`src/rtl/cpu_ctrl_pkg.sv`:
```
// Shared encodings for the instruction-sequencing controller: opcodes, one-hot
// timing codes, FSM state codes and the datapath strobe bundle.
package cpu_ctrl_pkg;

  // Opcodes (IR[7:4]); 8..E are undefined and execute as NOP.
  localparam logic [3:0] OP_NOP = 4'h0;
  localparam logic [3:0] OP_LDA = 4'h1;
  localparam logic [3:0] OP_ADD = 4'h2;
  localparam logic [3:0] OP_SUB = 4'h3;
  localparam logic [3:0] OP_STA = 4'h4;
  localparam logic [3:0] OP_JMP = 4'h5;
  localparam logic [3:0] OP_JZ  = 4'h6;
  localparam logic [3:0] OP_OUT = 4'h7;
  localparam logic [3:0] OP_HLT = 4'hF;

  // One-hot timing codes driven on the timing output.
  localparam logic [6:0] T0 = 7'h01;
  localparam logic [6:0] T1 = 7'h02;
  localparam logic [6:0] T2 = 7'h04;
  localparam logic [6:0] T3 = 7'h08;
  localparam logic [6:0] T4 = 7'h10;
  localparam logic [6:0] T5 = 7'h20;
  localparam logic [6:0] T6 = 7'h40;

  // FSM state codes; T0..T6 are consecutive so the sequencer can increment.
  localparam logic [3:0] StIdle = 4'd0;
  localparam logic [3:0] StT0   = 4'd1;
  localparam logic [3:0] StT1   = 4'd2;
  localparam logic [3:0] StT2   = 4'd3;
  localparam logic [3:0] StT3   = 4'd4;
  localparam logic [3:0] StT4   = 4'd5;
  localparam logic [3:0] StT5   = 4'd6;
  localparam logic [3:0] StT6   = 4'd7;
  localparam logic [3:0] StHalt = 4'd8;

  typedef struct packed {
    logic pc_out;
    logic mar_load;
    logic mem_rd;
    logic mem_wr;
    logic ir_load;
    logic ir_out;
    logic pc_inc;
    logic pc_load;
    logic b_load;
    logic acc_load;
    logic acc_out;
    logic out_load;
    logic flag_load;
    logic alu_sub;
  } strobes_t;

  // One-hot timing code for a state; zero in IDLE, HALT and unused codes.
  function automatic logic [6:0] state_timing(logic [3:0] st);
    logic [6:0] t;
    case (st)
      StT0:    t = T0;
      StT1:    t = T1;
      StT2:    t = T2;
      StT3:    t = T3;
      StT4:    t = T4;
      StT5:    t = T5;
      StT6:    t = T6;
      default: t = 7'h00;
    endcase
    return t;
  endfunction

  function automatic logic is_undefined_op(logic [3:0] op);
    return op[3] && (op != OP_HLT);
  endfunction

endpackage

```
`src/rtl/op_decode.sv`:
```
// Combinational decode of FSM state, opcode and acc_zero into the datapath
// strobe bundle, plus flags marking the last state of an instruction and
// states that wait on the memory acknowledge.
module op_decode
  import cpu_ctrl_pkg::*;
(
  input  logic [3:0] state,
  input  logic [3:0] opcode,
  input  logic       acc_zero,
  input  logic       mem_ready,
  output strobes_t   strb,
  output logic       last_state,
  output logic       mem_state
);

  // Moore strobe decode; loads inside memory states fire only on acknowledge.
  always_comb begin
    strb       = '0;
    last_state = 1'b0;
    mem_state  = 1'b0;
    case (state)
      StT0: begin
        strb.pc_out   = 1'b1;
        strb.mar_load = 1'b1;
      end
      StT1: begin
        strb.mem_rd = 1'b1;
        mem_state   = 1'b1;
      end
      StT2: begin
        strb.ir_load = 1'b1;
        strb.pc_inc  = 1'b1;
      end
      StT3: begin
        case (opcode)
          OP_LDA, OP_ADD, OP_SUB, OP_STA: begin
            strb.ir_out   = 1'b1;
            strb.mar_load = 1'b1;
          end
          OP_JMP: begin
            strb.ir_out  = 1'b1;
            strb.pc_load = 1'b1;
            last_state   = 1'b1;
          end
          OP_JZ: begin
            strb.ir_out  = 1'b1;
            strb.pc_load = acc_zero;
            last_state   = 1'b1;
          end
          OP_OUT: begin
            strb.acc_out  = 1'b1;
            strb.out_load = 1'b1;
            last_state    = 1'b1;
          end
          // NOP, HLT and undefined opcodes: no strobes, single execute state.
          default: last_state = 1'b1;
        endcase
      end
      StT4: begin
        case (opcode)
          OP_LDA: begin
            strb.mem_rd = 1'b1;
            mem_state   = 1'b1;
          end
          OP_ADD, OP_SUB: begin
            strb.mem_rd = 1'b1;
            strb.b_load = mem_ready;
            mem_state   = 1'b1;
          end
          OP_STA: begin
            strb.acc_out = 1'b1;
            strb.mem_wr  = 1'b1;
            mem_state    = 1'b1;
            last_state   = 1'b1;
          end
          // An opcode that changed mid-instruction ends it rather than hanging.
          default: last_state = 1'b1;
        endcase
      end
      StT5: begin
        case (opcode)
          OP_LDA: begin
            strb.acc_load = 1'b1;
            last_state    = 1'b1;
          end
          OP_ADD, OP_SUB: begin
            strb.acc_load = 1'b1;
            strb.alu_sub  = (opcode == OP_SUB);
          end
          default: last_state = 1'b1;
        endcase
      end
      StT6: begin
        case (opcode)
          OP_ADD, OP_SUB: begin
            strb.flag_load = 1'b1;
            last_state     = 1'b1;
          end
          default: last_state = 1'b1;
        endcase
      end
      default: ;
    endcase
  end

endmodule

```
`src/rtl/control_unit.sv`:
```
// Instruction-sequencing controller: state register, memory stall handling,
// run/halt control, retired-instruction counter and sticky illegal flag.
module control_unit
  import cpu_ctrl_pkg::*;
#(
  parameter int unsigned CNT_W = 16
) (
  input  logic             clk,
  input  logic             clear,
  input  logic             run,
  input  logic [3:0]       opcode,
  input  logic             acc_zero,
  input  logic             mem_ready,
  output logic [6:0]       timing,
  output logic             pc_out,
  output logic             mar_load,
  output logic             mem_rd,
  output logic             mem_wr,
  output logic             ir_load,
  output logic             ir_out,
  output logic             pc_inc,
  output logic             pc_load,
  output logic             b_load,
  output logic             acc_load,
  output logic             acc_out,
  output logic             out_load,
  output logic             flag_load,
  output logic             alu_sub,
  output logic             busy,
  output logic             halted,
  output logic             illegal,
  output logic [CNT_W-1:0] instr_count
);

  logic [3:0]       state_q, state_d;
  logic [CNT_W-1:0] count_q;
  logic             illegal_q;
  strobes_t         strb;
  logic             last_state;
  logic             mem_state;
  logic             advance;
  logic             retire;

  op_decode u_op_decode (
    .state      (state_q),
    .opcode     (opcode),
    .acc_zero   (acc_zero),
    .mem_ready  (mem_ready),
    .strb       (strb),
    .last_state (last_state),
    .mem_state  (mem_state)
  );

  assign busy    = (state_q >= StT0) && (state_q <= StT6);
  assign advance = !mem_state || mem_ready;
  assign retire  = busy && advance && last_state;

  // Next-state: step T0..T6, hold memory states until acknowledged.
  always_comb begin
    state_d = state_q;
    case (state_q)
      StIdle: if (run) state_d = StT0;
      StHalt: state_d = StHalt;
      default: begin
        if (!busy) begin
          state_d = StIdle;
        end else if (advance) begin
          if (last_state) begin
            state_d = ((state_q == StT3) && (opcode == OP_HLT)) ? StHalt : StT0;
          end else begin
            state_d = state_q + 4'd1;
          end
        end
      end
    endcase
  end

  // State register with synchronous clear.
  always_ff @(posedge clk) begin
    if (clear) state_q <= StIdle;
    else       state_q <= state_d;
  end

  // Retired-instruction counter; an aborted instruction never reaches retire.
  always_ff @(posedge clk) begin
    if (clear)       count_q <= '0;
    else if (retire) count_q <= count_q + CNT_W'(1);
  end

  // Sticky undefined-opcode flag, latched while the opcode is decoded in T3.
  always_ff @(posedge clk) begin
    if (clear)                                             illegal_q <= 1'b0;
    else if ((state_q == StT3) && is_undefined_op(opcode)) illegal_q <= 1'b1;
  end

  assign timing      = state_timing(state_q);
  assign halted      = (state_q == StHalt);
  assign illegal     = illegal_q;
  assign instr_count = count_q;

  assign pc_out    = strb.pc_out;
  assign mar_load  = strb.mar_load;
  assign mem_rd    = strb.mem_rd;
  assign mem_wr    = strb.mem_wr;
  assign ir_load   = strb.ir_load;
  assign ir_out    = strb.ir_out;
  assign pc_inc    = strb.pc_inc;
  assign pc_load   = strb.pc_load;
  assign b_load    = strb.b_load;
  assign acc_load  = strb.acc_load;
  assign acc_out   = strb.acc_out;
  assign out_load  = strb.out_load;
  assign flag_load = strb.flag_load;
  assign alu_sub   = strb.alu_sub;

endmodule

```
`config.mk`:
```
export PLATFORM = sky130hd
export DESIGN_NAME = control_unit
export DESIGN_NICKNAME = d
export VERILOG_FILES = /design/src/rtl/cpu_ctrl_pkg.sv /design/src/rtl/op_decode.sv /design/src/rtl/control_unit.sv
export SDC_FILE = /design/constraint.sdc
export NUM_CORES = 1
export LEC_CHECK = 0
export BUFFER_PORTS_ARGS = -buffer_cell sky130_fd_sc_hd__buf_2
export CORE_ASPECT_RATIO = 1.5
export CORE_MARGIN = 2
export CORE_UTILIZATION = 50
export CTS_CLUSTER_DIAMETER = 30
export DETAILED_ROUTE_END_ITERATION = 12
export GPL_TIMING_DRIVEN = 0
export MAX_ROUTING_LAYER = met4
export PLACE_DENSITY = 0.79
export SETUP_SLACK_MARGIN = 0.3
export SYNTH_ARGS = -nofsm -noshare
export SYNTH_HDL_FRONTEND = slang
export SYNTH_SLANG_ARGS = --single-unit
```
`constraint.sdc`:
```
create_clock -name clk -period 2.93 [get_ports clk]
set_clock_uncertainty 0.2 [all_clocks]
set_input_delay 0.586 -clock clk [delete_from_list [all_inputs] [get_ports clk]]
set_output_delay 0.586 -clock clk [all_outputs]
set_load 0.005 [all_outputs]
```
==> summary.txt <==
GRT busiest layer: met2
Critical path launch point type: flop
Final ANT Viol Nets: 0
Inserted Diodes: 0
Die Ht: 71.3 um
HP Class: flop to flop
Outcome: finished, final reports clean
Met3 usage: 1.25%
Fin nets: 266
Area share of the largest cell type after synthesis: 27.8%
FFs w/ async S/R, synth: 0%
Post-Syn Area per Cell: 7.74 um^2
Clk root buf: clkbuf_8
Main synth FF type: dfxtp_1
Port Buf Inserts: 47
Synth area leader: dfxtp_1
Initial core utilization: 52.4%
Worst VDD drop: 0.210 mV
Max-slew violations: 0
Fin crit share: 86.5%
Routability-driven placement congestion ratio: 0.871
P_leak: 0.829 nW
DRT Wirelength: 4050 um
DR iter-0 viols: 68
Total CTS buffers: 3
Largest cells by area after synthesis: dfxtp_1, a21oi_1, o31ai_1
Synthesis-to-finish area growth: 26.0%
DR WL/cell: 14.0 um
Initial DRT Pass Iterations: 4
Vias in the first global route: 1560
Core area: 2880 um^2
Pre-CTS setup slack: 0.294 ns
Filler Cell Count: 288
Largest net degree at the start of global routing: 13
CTS tree: built
Mapped Area: 1510 um^2
Initial antenna violation count: 0
Pwr Total: 0.708 mW
Final setup TNS: 0 ns
GR Util met2: 44.4%
CTS Sinks: 21
Critical path required time: 2.14 ns
Drt via density: 5.89
CP max FO: 8
DR DRC count: 0
Fmax: 395 MHz
Ports: 49
Post-CTS Hold Fix Bufs: 0
Netlist cell types: 48
Worst Max-Slew Pin Slew: 0.539 ns
Clock transition at path regs: 0.08 ns
Overall global routing resource usage: 24.2%
Setup violators final: 0
DP HPWL: 3000 um
Unrepaired setup endpoints after global routing: no
Sequential fraction of the synthesis area: 27.8%
Remaining Overflow, GRT: 0
Share of cells above drive strength 1: 32.7%
Cell with the most instances after synthesis: dfxtp_1
Final worst path period need: 2.53 ns
Max Cap Viol: 0
Die ar.: 3490 um^2
Setup CP Type: flop to output port
Final Hold Viols: 0
Maximum clock path buffer count: 2
Post-synthesis instance total: 195
Worst setup margin: 0.396 ns
Post-synth EDFFs: 0
#FFs+latches synth: 21
Slew HR: 63.7%
Critical Path End Type: output port
Critical Path AT: 1.75 ns
Met1 Use GR: 26.4%
Syn Nets: 209
Synth warn: 0
Die W: 48.9 um
Worst-Skew Late Latency: 0.26 ns
Pwr Density: 372 nW/um^2
First-pass GRT wire length: 6680 um
Vias: 1709
H-Tree Level Count: 1
Commonest cells post-synth: dfxtp_1, a21oi_1, nor2_1, inv_1, nand3_1
# rows: 24
==> cell usage in the layout, fill, tap and decap left out, drive strengths merged, types with 2 or more instances in the layout <==
master,netlist,final
buf,9,61
dfxtp,21,21
a21oi,15,15
nor2,14,14
inv,13,13
nand3,12,12
nand2,10,10
o31ai,10,10
nand4,9,9
or4,9,9
o21ai,8,8
and2,7,7
clkbuf,4,7
nor3,5,5
ha,5,5
or3,4,4
or2,4,4
a31oi,3,3
nor4,3,3
nor3b,3,3
nor2b,3,3
nand3b,2,2
nand4b,2,2
and3,2,2
==> layer usage <==
layer  up-vias  wire (um)
met3         8        221
met5         -          0
met2        68       2090
li1        836          -
met4         0        103
met1       797       1640
==> path summary, 6_finish.rpt <==
check,from,end,slack (ns),depth (start not counted)
worst min register to register,illegal$_SDFFE_PP0P_,illegal$_SDFFE_PP0P_,0.28,2
worst min-delay path,illegal$_SDFFE_PP0P_,illegal$_SDFFE_PP0P_,0.28,2
worst max-delay path,state_q[0]$_SDFFE_PP0P_,acc_out,0.40,6
worst max register to register,state_q[0]$_SDFFE_PP0P_,instr_count[12]$_SDFFE_PP0P_,0.51,7
==> cell families after synthesis <==
family | synth area share, %
multiplexers | 0.994
flip-flops | 27.8
adder cells (fa/ha/maj) | 4.14
AO/OA/AOI/OAI | 21.2
buffers and inverters | 9.61
AND/OR/NAND/NOR | 36.2
==> registers in the layout, indices dropped and copies added, names as in the netlist <==
signal	count
state_q	4
illegal	1
instr_count	16
==> layout make-up <==
| type | instances | area (um^2) | share of cell area [%] |
|---|---|---|---|
| Clock inverter | 1 | 5.00 | 0.263 |
| Buffer | 13 | 97.6 | 5.13 |
| Inverter | 13 | 48.8 | 2.56 |
| Tap cell | 39 | 48.8 | 2.56 |
| Clock buffer | 3 | 41.3 | 2.17 |
| Timing Repair Buffer | 52 | 273 | 14.3 |
| Multi-Input combinational cell | 148 | 967 | 50.8 |
| Sequential cell | 21 | 422 | 22.2 |
==> per-stage QoR <==
stage | utilization, % | cells | cell area, um^2 | hold slack, ns
4_1_cts | 64.1 | 285 | 1850 | 0.282
3_3_place_gp | 62.2 | 281 | 1790 | 0.251
6_report | 66.0 | 290 | 1900 | 0.277
3_5_place_dp | 62.2 | 281 | 1790 | 0.265
2_1_floorplan | - | 195 | 1510 | 0.261
5_1_grt | 66.0 | 290 | 1900 | 0.298
==> timing repair <==
action | CTS | global route
resized for setup | 2 | 6
endpoints found under the hold margin | 0 | 0
pin swaps | 0 | 0
setup buffers | 0 | 5
endpoints found under the setup margin | 5 | 12
==> report_power, final <==
part / total [mW] / internal, mW / switching (mW)
registers: 0.302 / 0.292 / 0.0104
clock network: 0.190 / 0.0946 / 0.0957
logic: 0.216 / 0.0947 / 0.121
==> critical path, stage by stage (launching register included) <==
cell	delay [ns]
dfxtp_1	0.44
ha_2	0.31
nand3b_1	0.20
nor3_1	0.18
a31oi_1	0.06
nor3b_1	0.17
buf_2	0.14
(Power assumes the default switching activity.)
